File: config.mk
export PLATFORM = sky130hd
export DESIGN_NAME = demux_1to4_stream_flat
export DESIGN_NICKNAME = d
export VERILOG_FILES = /design/src/rtl/demux_1to4_stream_pkg.sv /design/src/rtl/demux_1to4_stream_if.sv /design/src/rtl/demux_1to4_stream_reg_slice.sv /design/src/rtl/demux_1to4_stream.sv /design/src/flat_wrapper.sv
export SDC_FILE = /design/constraint.sdc
export NUM_CORES = 1
export LEC_CHECK = 0
export ABC_CLOCK_PERIOD_IN_PS = 1800
export BUFFER_PORTS_ARGS = -buffer_cell sky130_fd_sc_hd__buf_2
export CORE_ASPECT_RATIO = 1.25
export CORE_MARGIN = 2
export CORE_UTILIZATION = 37
export CTS_BUF_LIST = sky130_fd_sc_hd__clkbuf_16
export DETAILED_ROUTE_END_ITERATION = 10
export GPL_ROUTABILITY_DRIVEN = 1
export SYNTH_ARGS = -nofsm -noshare
export SYNTH_HDL_FRONTEND = slang
export SYNTH_SLANG_ARGS = --single-unit
File: constraint.sdc
create_clock -name clk -period 1.8 [get_ports clk]
set_clock_uncertainty 0.2 [all_clocks]
set_input_delay 0.09 -clock clk [delete_from_list [all_inputs] [get_ports clk]]
set_output_delay 0.09 -clock clk [all_outputs]
set_load 0.1 [all_outputs]
File: src/rtl/demux_1to4_stream_pkg.sv
// Shared types and constants for the packet-aware 1-to-4 stream demultiplexer.
package demux_pkg;

    localparam int NUM_OUT = 4;
    localparam int SEL_W   = 2;

    typedef enum logic [0:0] {
        IDLE   = 1'b0,
        LOCKED = 1'b1
    } route_state_t;

    // One-hot decode of a destination index onto the output valid lanes.
    function automatic logic [NUM_OUT-1:0] sel_onehot(input logic [SEL_W-1:0] sel);
        logic [NUM_OUT-1:0] oh;
        oh      = {NUM_OUT{1'b0}};
        oh[sel] = 1'b1;
        return oh;
    endfunction

endpackage

File: src/rtl/demux_1to4_stream_if.sv
// Handshake bundle between a producer, the demux and its four consumers.
interface demux_1to4_stream_if #(parameter int DATA_W = 8);
    import demux_pkg::*;

    logic [DATA_W-1:0]  in_data;
    logic [SEL_W-1:0]   in_sel;
    logic               in_last;
    logic               in_valid;
    logic               in_ready;
    logic [DATA_W-1:0]  out_data;
    logic               out_last;
    logic [NUM_OUT-1:0] out_valid;
    logic [NUM_OUT-1:0] out_ready;
    logic               busy;

    modport master (
        output in_data, in_sel, in_last, in_valid, out_ready,
        input  in_ready, out_data, out_last, out_valid, busy
    );

    modport slave (
        input  in_data, in_sel, in_last, in_valid, out_ready,
        output in_ready, out_data, out_last, out_valid, busy
    );

endinterface

File: src/rtl/demux_1to4_stream_reg_slice.sv
// One-entry register slice with pass-through ready: refills on the same edge it drains.
module stream_reg_slice #(
    parameter int W = 8
) (
    input  logic         clk,
    input  logic         rst_n,
    input  logic [W-1:0] in_payload,
    input  logic         in_valid,
    output logic         in_ready,
    output logic [W-1:0] out_payload,
    output logic         out_valid,
    input  logic         out_ready
);

    logic         full_q;
    logic         full_d;
    logic [W-1:0] payload_q;
    logic [W-1:0] payload_d;

    // Slot next-state: load on accept, otherwise empty on drain, otherwise hold.
    always_comb begin
        in_ready  = !full_q || out_ready;
        full_d    = full_q;
        payload_d = payload_q;
        if (in_valid && in_ready) begin
            full_d    = 1'b1;
            payload_d = in_payload;
        end else if (out_ready) begin
            full_d    = 1'b0;
        end else begin
            full_d    = full_q;
        end
    end

    // Slot registers with synchronous active-low reset.
    always_ff @(posedge clk) begin
        if (!rst_n) begin
            full_q    <= 1'b0;
            payload_q <= {W{1'b0}};
        end else begin
            full_q    <= full_d;
            payload_q <= payload_d;
        end
    end

    assign out_payload = payload_q;
    assign out_valid   = full_q;

endmodule

File: src/rtl/demux_1to4_stream.sv
// Packet-aware 1-to-4 demux: route captured on a packet's first beat, held until its last beat.
module demux_1to4_stream
    import demux_pkg::*;
#(
    parameter int DATA_W = 8
) (
    input  logic                clk,
    input  logic                rst_n,
    demux_1to4_stream_if.slave  bus
);

    localparam int PAY_W = SEL_W + 1 + DATA_W;

    route_state_t     state_q;
    route_state_t     state_d;
    logic [SEL_W-1:0] route_q;
    logic [SEL_W-1:0] route_d;
    logic [SEL_W-1:0] eff_sel_s;
    logic             accept_s;

    logic [PAY_W-1:0] slot_in_s;
    logic [PAY_W-1:0] slot_out_s;
    logic             slot_in_ready_s;
    logic             slot_valid_s;
    logic [SEL_W-1:0] slot_dest_s;

    assign accept_s    = bus.in_valid && slot_in_ready_s;
    assign slot_dest_s = slot_out_s[PAY_W-1 -: SEL_W];
    assign slot_in_s   = {eff_sel_s, bus.in_last, bus.in_data};

    // Route FSM next-state; in LOCKED the live in_sel is ignored.
    always_comb begin
        state_d   = state_q;
        route_d   = route_q;
        eff_sel_s = route_q;
        case (state_q)
            IDLE: begin
                eff_sel_s = bus.in_sel;
                if (accept_s) begin
                    route_d = bus.in_sel;
                    if (bus.in_last) begin
                        state_d = IDLE;
                    end else begin
                        state_d = LOCKED;
                    end
                end else begin
                    state_d = IDLE;
                end
            end
            LOCKED: begin
                if (accept_s && bus.in_last) begin
                    state_d = IDLE;
                end else begin
                    state_d = LOCKED;
                end
            end
            default: begin
                state_d = IDLE;
                route_d = {SEL_W{1'b0}};
            end
        endcase
    end

    // Route FSM registers.
    always_ff @(posedge clk) begin
        if (!rst_n) begin
            state_q <= IDLE;
            route_q <= {SEL_W{1'b0}};
        end else begin
            state_q <= state_d;
            route_q <= route_d;
        end
    end

    // Only the consumer the slot is destined for can drain it.
    stream_reg_slice #(.W(PAY_W)) u_slice (
        .clk         (clk),
        .rst_n       (rst_n),
        .in_payload  (slot_in_s),
        .in_valid    (bus.in_valid),
        .in_ready    (slot_in_ready_s),
        .out_payload (slot_out_s),
        .out_valid   (slot_valid_s),
        .out_ready   (bus.out_ready[slot_dest_s])
    );

    assign bus.in_ready  = slot_in_ready_s;
    assign bus.out_data  = slot_out_s[DATA_W-1:0];
    assign bus.out_last  = slot_out_s[DATA_W];
    assign bus.out_valid = slot_valid_s ? sel_onehot(slot_dest_s) : {NUM_OUT{1'b0}};
    assign bus.busy      = (state_q == LOCKED);

endmodule

File: src/flat_wrapper.sv
// flat-port wrapper written by rule: the top's interface ports become plain ports
module demux_1to4_stream_flat import demux_pkg::*;
#(
    parameter int DATA_W = 8
)
  (clk, rst_n, bus_in_data, bus_in_sel, bus_in_last, bus_in_valid, bus_out_ready, bus_in_ready, bus_out_data, bus_out_last, bus_out_valid, bus_busy);
  demux_1to4_stream_if #(.DATA_W(DATA_W)) bus_i ();
  input  logic clk;
  input  logic rst_n;
  input wire logic [$bits(bus_i.in_data)-1:0] bus_in_data;
  input wire logic [$bits(bus_i.in_sel)-1:0] bus_in_sel;
  input wire logic [$bits(bus_i.in_last)-1:0] bus_in_last;
  input wire logic [$bits(bus_i.in_valid)-1:0] bus_in_valid;
  input wire logic [$bits(bus_i.out_ready)-1:0] bus_out_ready;
  output wire logic [$bits(bus_i.in_ready)-1:0] bus_in_ready;
  output wire logic [$bits(bus_i.out_data)-1:0] bus_out_data;
  output wire logic [$bits(bus_i.out_last)-1:0] bus_out_last;
  output wire logic [$bits(bus_i.out_valid)-1:0] bus_out_valid;
  output wire logic [$bits(bus_i.busy)-1:0] bus_busy;
  assign bus_i.in_data = bus_in_data;
  assign bus_i.in_sel = bus_in_sel;
  assign bus_i.in_last = bus_in_last;
  assign bus_i.in_valid = bus_in_valid;
  assign bus_i.out_ready = bus_out_ready;
  assign bus_in_ready = bus_i.in_ready;
  assign bus_out_data = bus_i.out_data;
  assign bus_out_last = bus_i.out_last;
  assign bus_out_valid = bus_i.out_valid;
  assign bus_busy = bus_i.busy;
  demux_1to4_stream #(.DATA_W(DATA_W)) u_core (.clk(clk), .rst_n(rst_n), .bus(bus_i));
endmodule
==> impl_metrics.csv <==
group,metric,value,unit
worst_setup_path,critPathMaxFanout,5,
detailed_routing,ant_nets,0,
detailed_routing,drc,0,
clock_network,clk_pin_slew,0.05,ns
logic_synthesis,yosysTopAreaCellShare,0.373,
timing,max_freq,0.572,GHz
clock_network,clock-root-buffer,"clkbuf_16",
layout,multiInputGateArea,422,um^2
clock_network,numCtsBuffers,3,
layout,antennaDiodeCount,0,
worst_setup_path,cpPeakStageDelay,0.43,ns
worst_setup_path,slowest_stage,"dfxtp_1",
power_and_ir_drop,power.total,1.14,mW
logic_synthesis,syn_area_per_cell,9.25,um^2
clock_network,cts_max_level,1,
logic_synthesis,yosys.cell_types.count,20,
logic_synthesis,syn_nets,105,
timing,slew_violations,0,
global_route,antenna_found_initial,0,
timing,fin_crit,1.75,ns
layout,seq_area,302,um^2
layout,areaGrowthSynthToFinish,49.3,%
timing,final-hold-violation-count,0,
logic_synthesis,yosysSeqAreaShare,0.373,
timing,worstMarginPinSlew,0.492,ns
detailed_routing,wl_per_cell,11.0,um
global_route,grt_usage,0.142,
floorplanning,die_w,45.7,um
layout,finalNetCount,147,
global_route,grt_remaining_overflow,0,
global_route,grt_pass1_vias,664,
floorplanning,die_area,0.00257,mm^2
logic_synthesis,synth_area_leaders,"dfxtp_1 37%, mux2i_1 17%, nand2_1 13%",
worst_setup_path,path_buf_inv,2,
worst_setup_path,cp.required,1.51,ns
flow_run,drv_cap,0,
layout,fin_area,0.00120,mm^2
timing,rsz0062_at_grt,"false",
logic_synthesis,ys_seq_elements,15,
timing,setup_slack,0.0529,ns
detailed_routing,viasPerCell,4.64,
timing,tns,0,ns
layout,n_fill_cell,181,
worst_setup_path,path_cells,"mux2i_2 > buf_4 > a22oi_2 > buf_12",
clock_network,clock_latency,0.24,ns
power_and_ir_drop,leakagePower,0.592,nW
worst_setup_path,start_kind,"flop",
global_route,grt_pass1_wl,2.75,mm
placement,routabilityCongestion,0.773,
worst_hold_path,worst_hold_path_type,"primary input to flop",
clock_network,clockBufferDepth,2,
floorplanning,num_rows,18,
timing,holdWs,0.00206,ns
placement,place_ws,-0.285,ns
placement,place_area,983,um^2
detailed_routing,vias,687,
timing,setup_viol,0,
logic_synthesis,yosysTopAreaCell,"dfxtp_1",
timing,timing.final.crit_share,0.971,
status,outcome,"completed",
floorplanning,start_util,0.397,
timing,relSlewSlack,0.674,
logic_synthesis,synthCells,87,
worst_setup_path,worstSetupEndpointType,"primary output",
placement,hpwl,1.11,mm
clock_network,cts.sinks,15,
worst_setup_path,critical-path-top-delay-family,"flip-flops",
floorplanning,io_pins,33,
worst_setup_path,cp_data_arrival_time,1.46,ns
worst_setup_path,path_class,"flop to primary output",
floorplanning,core_area,0.00203,mm^2
logic_synthesis,synthesis.yosys.warnings,0,
floorplanning,fp.dieH,56.1,um
detailed_routing,drt_first_pass_iters,3,
clock_network,cts_tree,"done",
detailed_routing,drt_iter0_markers,5,
power_and_ir_drop,p_per_area,952,mW/mm^2
global_route,grt_max_degree,30,
power_and_ir_drop,vdd_drop_max,0.899,mV
placement,io_buffers,32,
layout,layout-drive-gt1-share,0.430,
logic_synthesis,syn_area,805,um^2
detailed_routing,routed_wl,1.63,mm
-- final cells by class --
| cell class | count | area share |
|---|---|---|
| Sequential cell | 15 | 0.251 |
| Multi-Input combinational cell | 58 | 0.351 |
| Clock buffer | 3 | 0.0625 |
| Tap cell | 20 | 0.0208 |
| Clock inverter | 1 | 0.00313 |
| Timing Repair Buffer | 50 | 0.308 |
| Inverter | 1 | 0.00313 |
-- worst min-delay path, delay by kind of cell --
kind,cells,cell delay (ns)
compound gates,1,0.14
buf+inv,2,0.17
-- registers in the layout (all words and copies together) (netlist names), named ones only --
| register | count |
|---|---|
| u_core.route_q | 2 |
| u_core.u_slice.out_payload | 11 |
| u_core.u_slice.out_valid | 1 |
-- final timing paths --
| kind | from | to | slack (ns) | cells past startpoint |
|---|---|---|---|---|
| worst max-delay path | u_core.u_slice.out_payload[9]$_SDFFE_PN0P_ | bus_in_ready | 0.05 | 4 |
| worst min-delay path | bus_in_valid | u_core.u_slice.out_valid$_SDFFE_PN0P_ | 0.002 | 3 |
| worst max register to register | u_core.u_slice.out_payload[9]$_SDFFE_PN0P_ | u_core.route_q[0]$_SDFFE_PN0P_ | 0.21 | 4 |
| worst min register to register | u_core.route_q[1]$_SDFFE_PN0P_ | u_core.route_q[1]$_SDFFE_PN0P_ | 0.25 | 2 |
-- per-layer routing --
layer | vias to the layer above | GRT usage | share of wire
li1 | 361 | - | -
met1 | 301 | 0.165 | 0.41
met2 | 23 | 0.243 | 0.52
met3 | 2 | 0.0357 | 0.054
met4 | 0 | 0.0490 | 0.014
met5 | - | 0 | 0
-- layout by cell type, fill, tap and decap left out, drive strengths merged --
cell,instances
nand2,27
a22oi,1
dfxtp,15
and2b,2
buf,38
and2,2
dlygate4sd3,11
a221o,1
and3,1
clkbuf,4
a21boi,1
mux2,2
a221oi,2
mux2i,16
nor2b,1
inv,2
nand2b,2
-- stage by stage --
step | utilization | std cells
global placement | 0.485 | 131
floorplan | - | 87
CTS | 0.584 | 146
detailed placement | 0.485 | 131
global route | 0.593 | 148
finish | 0.593 | 148
-- cell usage after synthesis (all sizes together) --
master and n:
a21boi 1, a22oi 1, and2 2, a221oi 2, buf 11, inv 1
clkbuf 2, nor2b 1, and2b 2, nand2 27, dfxtp 15, nand2b 2
a221o 1, mux2i 16, and3 1, mux2 2
-- power by group --
group / switching, mW / total [mW] / internal [mW]
Clock: 0.127 / 0.420 / 0.293
Sequential: 0.0151 / 0.374 / 0.359
Combinational: 0.233 / 0.350 / 0.117
Total: 0.375 / 1.14 / 0.769
-- repair_timing --
action | CTS | global route
hold buffers | 11 | 0
setup endpoints to repair | 10 | 11
resized for setup | 1 | 1
hold endpoints to repair | 12 | 0
setup buffers | 0 | 2
pin swaps | 0 | 1
-- cell families (layout without fill, tap and decap cells) --
group | Yosys count | in the layout | share of synthesized area
buf+inv | 14 | 55 | 0.123
simple gates | 35 | 35 | 0.198
mux | 18 | 18 | 0.236
compound gates | 5 | 5 | 0.0700
flops | 15 | 15 | 0.373
(Power assumes the default switching activity.)
